`src/rtl/huffman_seq_ctrl.sv`:
```
// huffman_seq_ctrl
// Runs one Huffman code-generation pass: tree build, then code-stack generation,
// then captures the code table and serves table lookups to two encoder channels.
module huffman_seq_ctrl #(
   parameter int NUM_SYM       = 10,
   parameter int CODE_WAIT     = 64,
   parameter int BUILD_TIMEOUT = 255
) (
   input  logic                   Clk_in,
   input  logic                   n_Rst,
   input  logic                   Start,
   output logic                   Busy,
   output logic                   Ready,
   output logic                   Err,
   output logic                   Build_start,
   input  logic                   Build_done,
   output logic                   Code_start,
   input  logic [NUM_SYM*13-1:0]  Code_bus,
   input  logic                   Req0,
   input  logic                   Req1,
   input  logic [3:0]             Sym0,
   input  logic [3:0]             Sym1,
   output logic                   Gnt0,
   output logic                   Gnt1,
   output logic                   Rd_valid,
   output logic                   Rd_id,
   output logic [12:0]            Rd_code,
   output logic                   Rd_err
);

   localparam int BW = $clog2(BUILD_TIMEOUT);
   localparam int WW = $clog2(CODE_WAIT);
   localparam logic [BW-1:0] BUILD_MAX = BW'(BUILD_TIMEOUT);
   localparam logic [WW-1:0] WAIT_LAST = WW'(CODE_WAIT - 1);

   typedef enum logic [2:0] {
      S_IDLE,
      S_BUILD,
      S_CODE,
      S_WAIT,
      S_CAPTURE,
      S_READY,
      S_ERR
   } state_t;

   state_t          state;
   state_t          next_state;
   logic [BW-1:0]   build_cnt;
   logic [WW-1:0]   wait_cnt;
   logic            code_cnt;
   logic            rr;
   logic [12:0]     code_table [NUM_SYM];
   logic [3:0]      sel_sym;
   logic            sel_bad;

   // State register
   always_ff @(posedge Clk_in or negedge n_Rst) begin
      if (!n_Rst) begin
         state <= S_IDLE;
      end else begin
         state <= next_state;
      end
   end

   // Next-state decode and phase outputs
   always_comb begin
      next_state  = state;
      Busy        = 1'b0;
      Ready       = 1'b0;
      Err         = 1'b0;
      Build_start = 1'b0;
      Code_start  = 1'b0;
      case (state)
         S_IDLE: begin
            if (Start) next_state = S_BUILD;
         end
         S_BUILD: begin
            Busy = 1'b1;
            // counter is zero only in the first BUILD cycle
            Build_start = (build_cnt == '0);
            if (Build_done) begin
               next_state = S_CODE;
            end else if (build_cnt == BUILD_MAX) begin
               next_state = S_ERR;
            end
         end
         S_CODE: begin
            Busy       = 1'b1;
            Code_start = 1'b1;
            if (code_cnt) next_state = S_WAIT;
         end
         S_WAIT: begin
            Busy = 1'b1;
            if (wait_cnt == WAIT_LAST) next_state = S_CAPTURE;
         end
         S_CAPTURE: begin
            Busy       = 1'b1;
            next_state = S_READY;
         end
         S_READY: begin
            Ready = 1'b1;
            if (Start) next_state = S_BUILD;
         end
         S_ERR: begin
            Err = 1'b1;
            if (Start) next_state = S_BUILD;
         end
         default: next_state = S_IDLE;
      endcase
   end

   // Phase counters: build timeout, code-start width, code-stack wait; all saturate
   always_ff @(posedge Clk_in or negedge n_Rst) begin
      if (!n_Rst) begin
         build_cnt <= '0;
         wait_cnt  <= '0;
         code_cnt  <= 1'b0;
      end else begin
         if (state == S_BUILD) begin
            if (build_cnt != BUILD_MAX) build_cnt <= build_cnt + 1'b1;
         end else begin
            build_cnt <= '0;
         end
         if (state == S_WAIT) begin
            if (wait_cnt != WAIT_LAST) wait_cnt <= wait_cnt + 1'b1;
         end else begin
            wait_cnt <= '0;
         end
         code_cnt <= (state == S_CODE);
      end
   end

   // Code table capture, one cycle in CAPTURE
   always_ff @(posedge Clk_in or negedge n_Rst) begin
      if (!n_Rst) begin
         for (int unsigned i = 0; i < NUM_SYM; i++) begin
            code_table[i] <= '0;
         end
      end else if (state == S_CAPTURE) begin
         for (int unsigned i = 0; i < NUM_SYM; i++) begin
            code_table[i] <= Code_bus[i*13 +: 13];
         end
      end
   end

   // Round-robin grant, only while the table is ready
   always_comb begin
      Gnt0 = 1'b0;
      Gnt1 = 1'b0;
      if (state == S_READY) begin
         if (Req0 && Req1) begin
            if (rr) Gnt1 = 1'b1;
            else    Gnt0 = 1'b1;
         end else if (Req0) begin
            Gnt0 = 1'b1;
         end else if (Req1) begin
            Gnt1 = 1'b1;
         end
      end
   end

   // Lookup symbol of the granted channel and its range check
   always_comb begin
      sel_sym = Gnt1 ? Sym1 : Sym0;
      sel_bad = (32'(sel_sym) >= NUM_SYM);
   end

   // Round-robin pointer: after any grant, favour the other channel
   always_ff @(posedge Clk_in or negedge n_Rst) begin
      if (!n_Rst) begin
         rr <= 1'b0;
      end else if (Gnt0) begin
         rr <= 1'b1;
      end else if (Gnt1) begin
         rr <= 1'b0;
      end
   end

   // Registered lookup result, one cycle after the grant
   always_ff @(posedge Clk_in or negedge n_Rst) begin
      if (!n_Rst) begin
         Rd_valid <= 1'b0;
         Rd_id    <= 1'b0;
         Rd_code  <= '0;
         Rd_err   <= 1'b0;
      end else if (Gnt0 || Gnt1) begin
         Rd_valid <= 1'b1;
         Rd_id    <= Gnt1;
         Rd_code  <= sel_bad ? '0 : code_table[sel_sym];
         Rd_err   <= sel_bad;
      end else begin
         Rd_valid <= 1'b0;
         Rd_id    <= 1'b0;
         Rd_code  <= '0;
         Rd_err   <= 1'b0;
      end
   end

endmodule

```
`config.mk`:
```
export PLATFORM = sky130hd
export DESIGN_NAME = huffman_seq_ctrl
export DESIGN_NICKNAME = d
export VERILOG_FILES = /design/src/rtl/huffman_seq_ctrl.sv
export SDC_FILE = /design/constraint.sdc
export NUM_CORES = 1
export LEC_CHECK = 0
export ABC_AREA = 1
export ABC_CLOCK_PERIOD_IN_PS = 1700
export CAP_MARGIN = 5
export CORE_UTILIZATION = 43
export DETAILED_ROUTE_END_ITERATION = 7
export HOLD_SLACK_MARGIN = 0.1
export PLACE_DENSITY = 0.72
export SYNTH_ARGS = -nofsm -noshare
export SYNTH_HDL_FRONTEND = slang
export SYNTH_SLANG_ARGS = --single-unit
```
`constraint.sdc`:
```
create_clock -name Clk_in -period 1.7 [get_ports Clk_in]
set_input_delay 0.17 -clock Clk_in [delete_from_list [all_inputs] [get_ports Clk_in]]
set_output_delay 0.17 -clock Clk_in [all_outputs]
set_load 0.01 [all_outputs]
```
==> metrics.md <==
| Metric | Value |
|---|---|
| Endpoints failing setup | 49 |
| Vertical extent of the die | 136 um |
| # rows | 48 |
| Maximum Capacitance Violations | 0 |
| Global Route met1 Usage | roughly a third |
| Skew-Pair Late Insertion Delay | 0.43 ns |
| Leading cell types by total area after synthesis | dfrtp_1, mux2_2, nand3_1, nand2_1, inv_1 |
| Ports | between 150 and 200 |
| Fraction of layout cells with a size suffix above 1 | 34.9% |
| Synth Register Bits | 165 |
| Remaining global-route overflow | 0 |
| Worst EP arrival | ~2.3 ns |
| Async SR Flop Fraction | 100% |
| DRC | 0 |
| Final Power | 17800 uW |
| Detailed router's first-iteration violation count | 600 |
| Initial antenna violation count | 0 |
| Share of the yosys chip area belonging to registers | 53.1% |
| Placed wire-length estimate | 15.1 mm |
| Critical path fanouts, max | 7 |
| Via count of the first global-routing pass | 6908 |
| Transition at the pin with the smallest max-transition slack | 0.487 ns |
| Violations in the final reports | setup timing |
| Area of the core region | 17500 um2 |
| Worst Clk Skew | around 0.0085 ns |
| Number of inserted diodes | 0 |
| Last element of the critical path | Rd_code[7] |
| Post-Synthesis Net Count | 925 |
| Top cell type by total area after synthesis | dfrtp_1 |
| Number of detailed-routing iterations run before antenna repair | 5 |
| Crit Reg-Reg Startpoint | state[1] |
| Final hold violations | 0 |
| Area growth, synth to finish | 52.0% |
| Root Buffer | clkbuf_16 |
| Worst Path Required | 2.02 ns |
| Most instantiated flip-flop cell in the synthesis netlist | dfrtp_1 |
| Number of sinks handled by clock tree synthesis | around 170 |
| Largest net degree at the start of global routing | 77 |
| Flop2flop setup slack | -0.30 ns |
| Total power per unit cell area | 1510 nW/um2 |
| Clock tree from TritonCTS | done |
| Clock buffer depth | 2 |
| Result of the run | complete, but fails checks |
| Routed via count | roughly 6900 |
| Endpoint of the worst-slack reg-to-reg timing path | Rd_code[7] |
| Cell variety after synth | 30 |
| Number of synthesized flops with an enable pin | 0 |
| GRT Resource Usage Total | 26.1% |
| Area of the die | 18600 um2 |
| Die Width | between 100 and 150 um |
| Vias per std cell | 5.43 |
| Num CTS Buffers | 17 |
| Worst relative slew slack | slightly below 70% |
| Share of Yosys cell area claimed by the top area cell type | 53.1% |
| Min cycle time layout | roughly 2.0 ns |
| Worst hold-check path type | in2async |
| Synthesized netlist cell count | 778 |
| Met3 usage | 5.70% |
| Startpoint-to-endpoint class of the critical path | reg2reg |
| Clk slew on worst S/H paths | ~0.070 ns |
| Met2 demand-to-capacity share in global routing | ~43% |
| Post-synthesis instance area | 7770 um2 |
| Worst-case setup margin in the final layout | -0.301 ns |
| Wire length of the first global-routing pass | between 30 and 40 mm |
| Count of pins over their slew limit | 0 |
| Worst VDD drop | approximately 0.0012 V |
| Number of port buffers | 166 |
| Number of nets in the final layout | 1178 |
| Finished Layout Cells | 1269 |
| Yosys warning count | 0 |
| R2r worst-path depth | 14 |
| Sum of routed wire length over all layers | 23.7 mm |
| H-tree lvl count | 4 |
| Period utilisation layout | 118% |
| Peak-usage layer in the global routing report | met2 |
| Launching element type of the critical path | register |
| Static power due to leakage | between 0.005 and 0.006 uW |
| RSZ-0062 raised after global routing | yes |
| Mean routed wirelength per cell | approximately 19 um |
| Cell count after placement | 1190 |
| Antenna viol nets, final | 0 |
| Highest clock frequency the design can meet | 500 MHz |
| Critical Path End Type | register |
| Mean post-synth cell area | 9.99 um2 |
| Effective utilization at floorplan | 44.5% |
| Routability congestion estimate from global placement | 0.874 |
| Crit. Startpoint | state[1] |
worst max-delay path: stages, from the launching register on:
cell and delay, ns:
dfrtp_1 0.39, inv_2 0.11, nand2_4 0.07, nor2_4 0.13, buf_6 0.13, nand2_8 0.07, buf_6 0.12, o21ai_4 0.21
buf_6 0.15, buf_12 0.11, nand3_1 0.09, nand3_2 0.09, nand3_1 0.10, nand2_1 0.09, inv_1 0.04
flip-flops by register name, summed over array words and instances, names as in the netlist:
| signal | cells |
|---|---|
| Rd_id | 1 |
| rr | 1 |
| build_cnt | 8 |
| Rd_code | 13 |
| Rd_err | 1 |
| Rd_valid | 1 |
| wait_cnt | 6 |
| code_table | 130 |
| state | 3 |
| code_cnt | 1 |
repair_timing:
item,4_1_cts,5_1_grt
endpoints found under the setup margin,33,161
pin swaps,30,28
hold buffers,1,0
cloned,9,2
endpoints found under the hold margin,133,0
buffers inserted,30,12
resized for setup,120,61
report_power, final:
| group | leakage, uW | switching [uW] | internal, uW |
|---|---|---|---|
| combinational | 0.00312 | 3330 | 4020 |
| clock | 0.000275 | 1620 | 2180 |
| sequential | 0.00198 | 1010 | 5680 |
| total | 0.00538 | 5950 | 11900 |
synth_stat cells, types with 6 or more instances:
cell type	count
a21oi_1	22
nor2_1	33
nand3_1	152
dfrtp_1	165
nor3_1	7
mux2_2	115
nand2_1	124
nand2_2	6
o21ai_1	15
o21ai_0	17
clkbuf_1	11
buf_2	24
inv_1	56
layout by cell type, fill, tap and decap left out, types with 28 or more instances in the layout:
cell and count:
dfrtp_1 163, nand3_2 46, nand2_1 113, clkdlybuf4s50_1 158, buf_6 34, mux2_2 113
nand3_1 105, inv_1 45, buf_4 50, nor2_1 28
cell families (layout without fill, tap and decap cells):
group	after synthesis	in the layout	share of synthesized area [%]
AND/OR/NAND/NOR	332	332	19.5
flip-flops	165	165	53.1
multiplexers	115	115	16.7
buffers and inverters	99	365	5.55
AO/OA/AOI/OAI	61	61	4.31
adder cells (fa/ha/maj)	3	3	0.483
XOR/XNOR	3	3	0.338
worst min path at each step:
| stage | from | end | slack, ns | depth (start not counted) |
|---|---|---|---|---|
| finish | n_Rst | code_table[63] | 0.26 | 2 |
| detailed placement | n_Rst | code_table[63] | 0.15 | 1 |
| global route | n_Rst | code_table[34] | 0.31 | 2 |
| global placement | n_Rst | code_table[60] | 0.15 | 1 |
| floorplan | n_Rst | Rd_code[0] | -0.13 | 0 |
| CTS | n_Rst | code_table[37] | 0.27 | 2 |
stage by stage:
stage                     hold slack, ns  setup WS (ns)  instance area (um2)  TNS (ns)  util, %
after floorplan                   -0.126        -0.0134                 7770   -0.0809        -
after global placement             0.146         -0.419                10100     -5.13     58.1
after detailed placement           0.148         -0.431                10100     -5.31     58.1
after CTS                          0.268         -0.220                11600    -10.29     66.3
after global routing               0.307         -0.399                11800     -8.46     67.6
final                              0.257         -0.301                11800     -4.42     67.6
final cells by class:
cell class,instances,area (um2)
Inverter,59,229
Timing Repair Buffer,274,2970
Multi-Input combinational cell,514,3630
Clock buffer,22,484
Clock inverter,10,96.3
Sequential cell,165,4130
Tap cell,225,282
Fill cell,1286,5660
routing by layer:
layer  wire (um)  part of all wire (%)
met5           0                     0
met3        1780                   7.5
met1        9850                    42
met2       11600                    49
met4         479                   2.0
No activity file was read; power rests on OpenSTA's default activity.
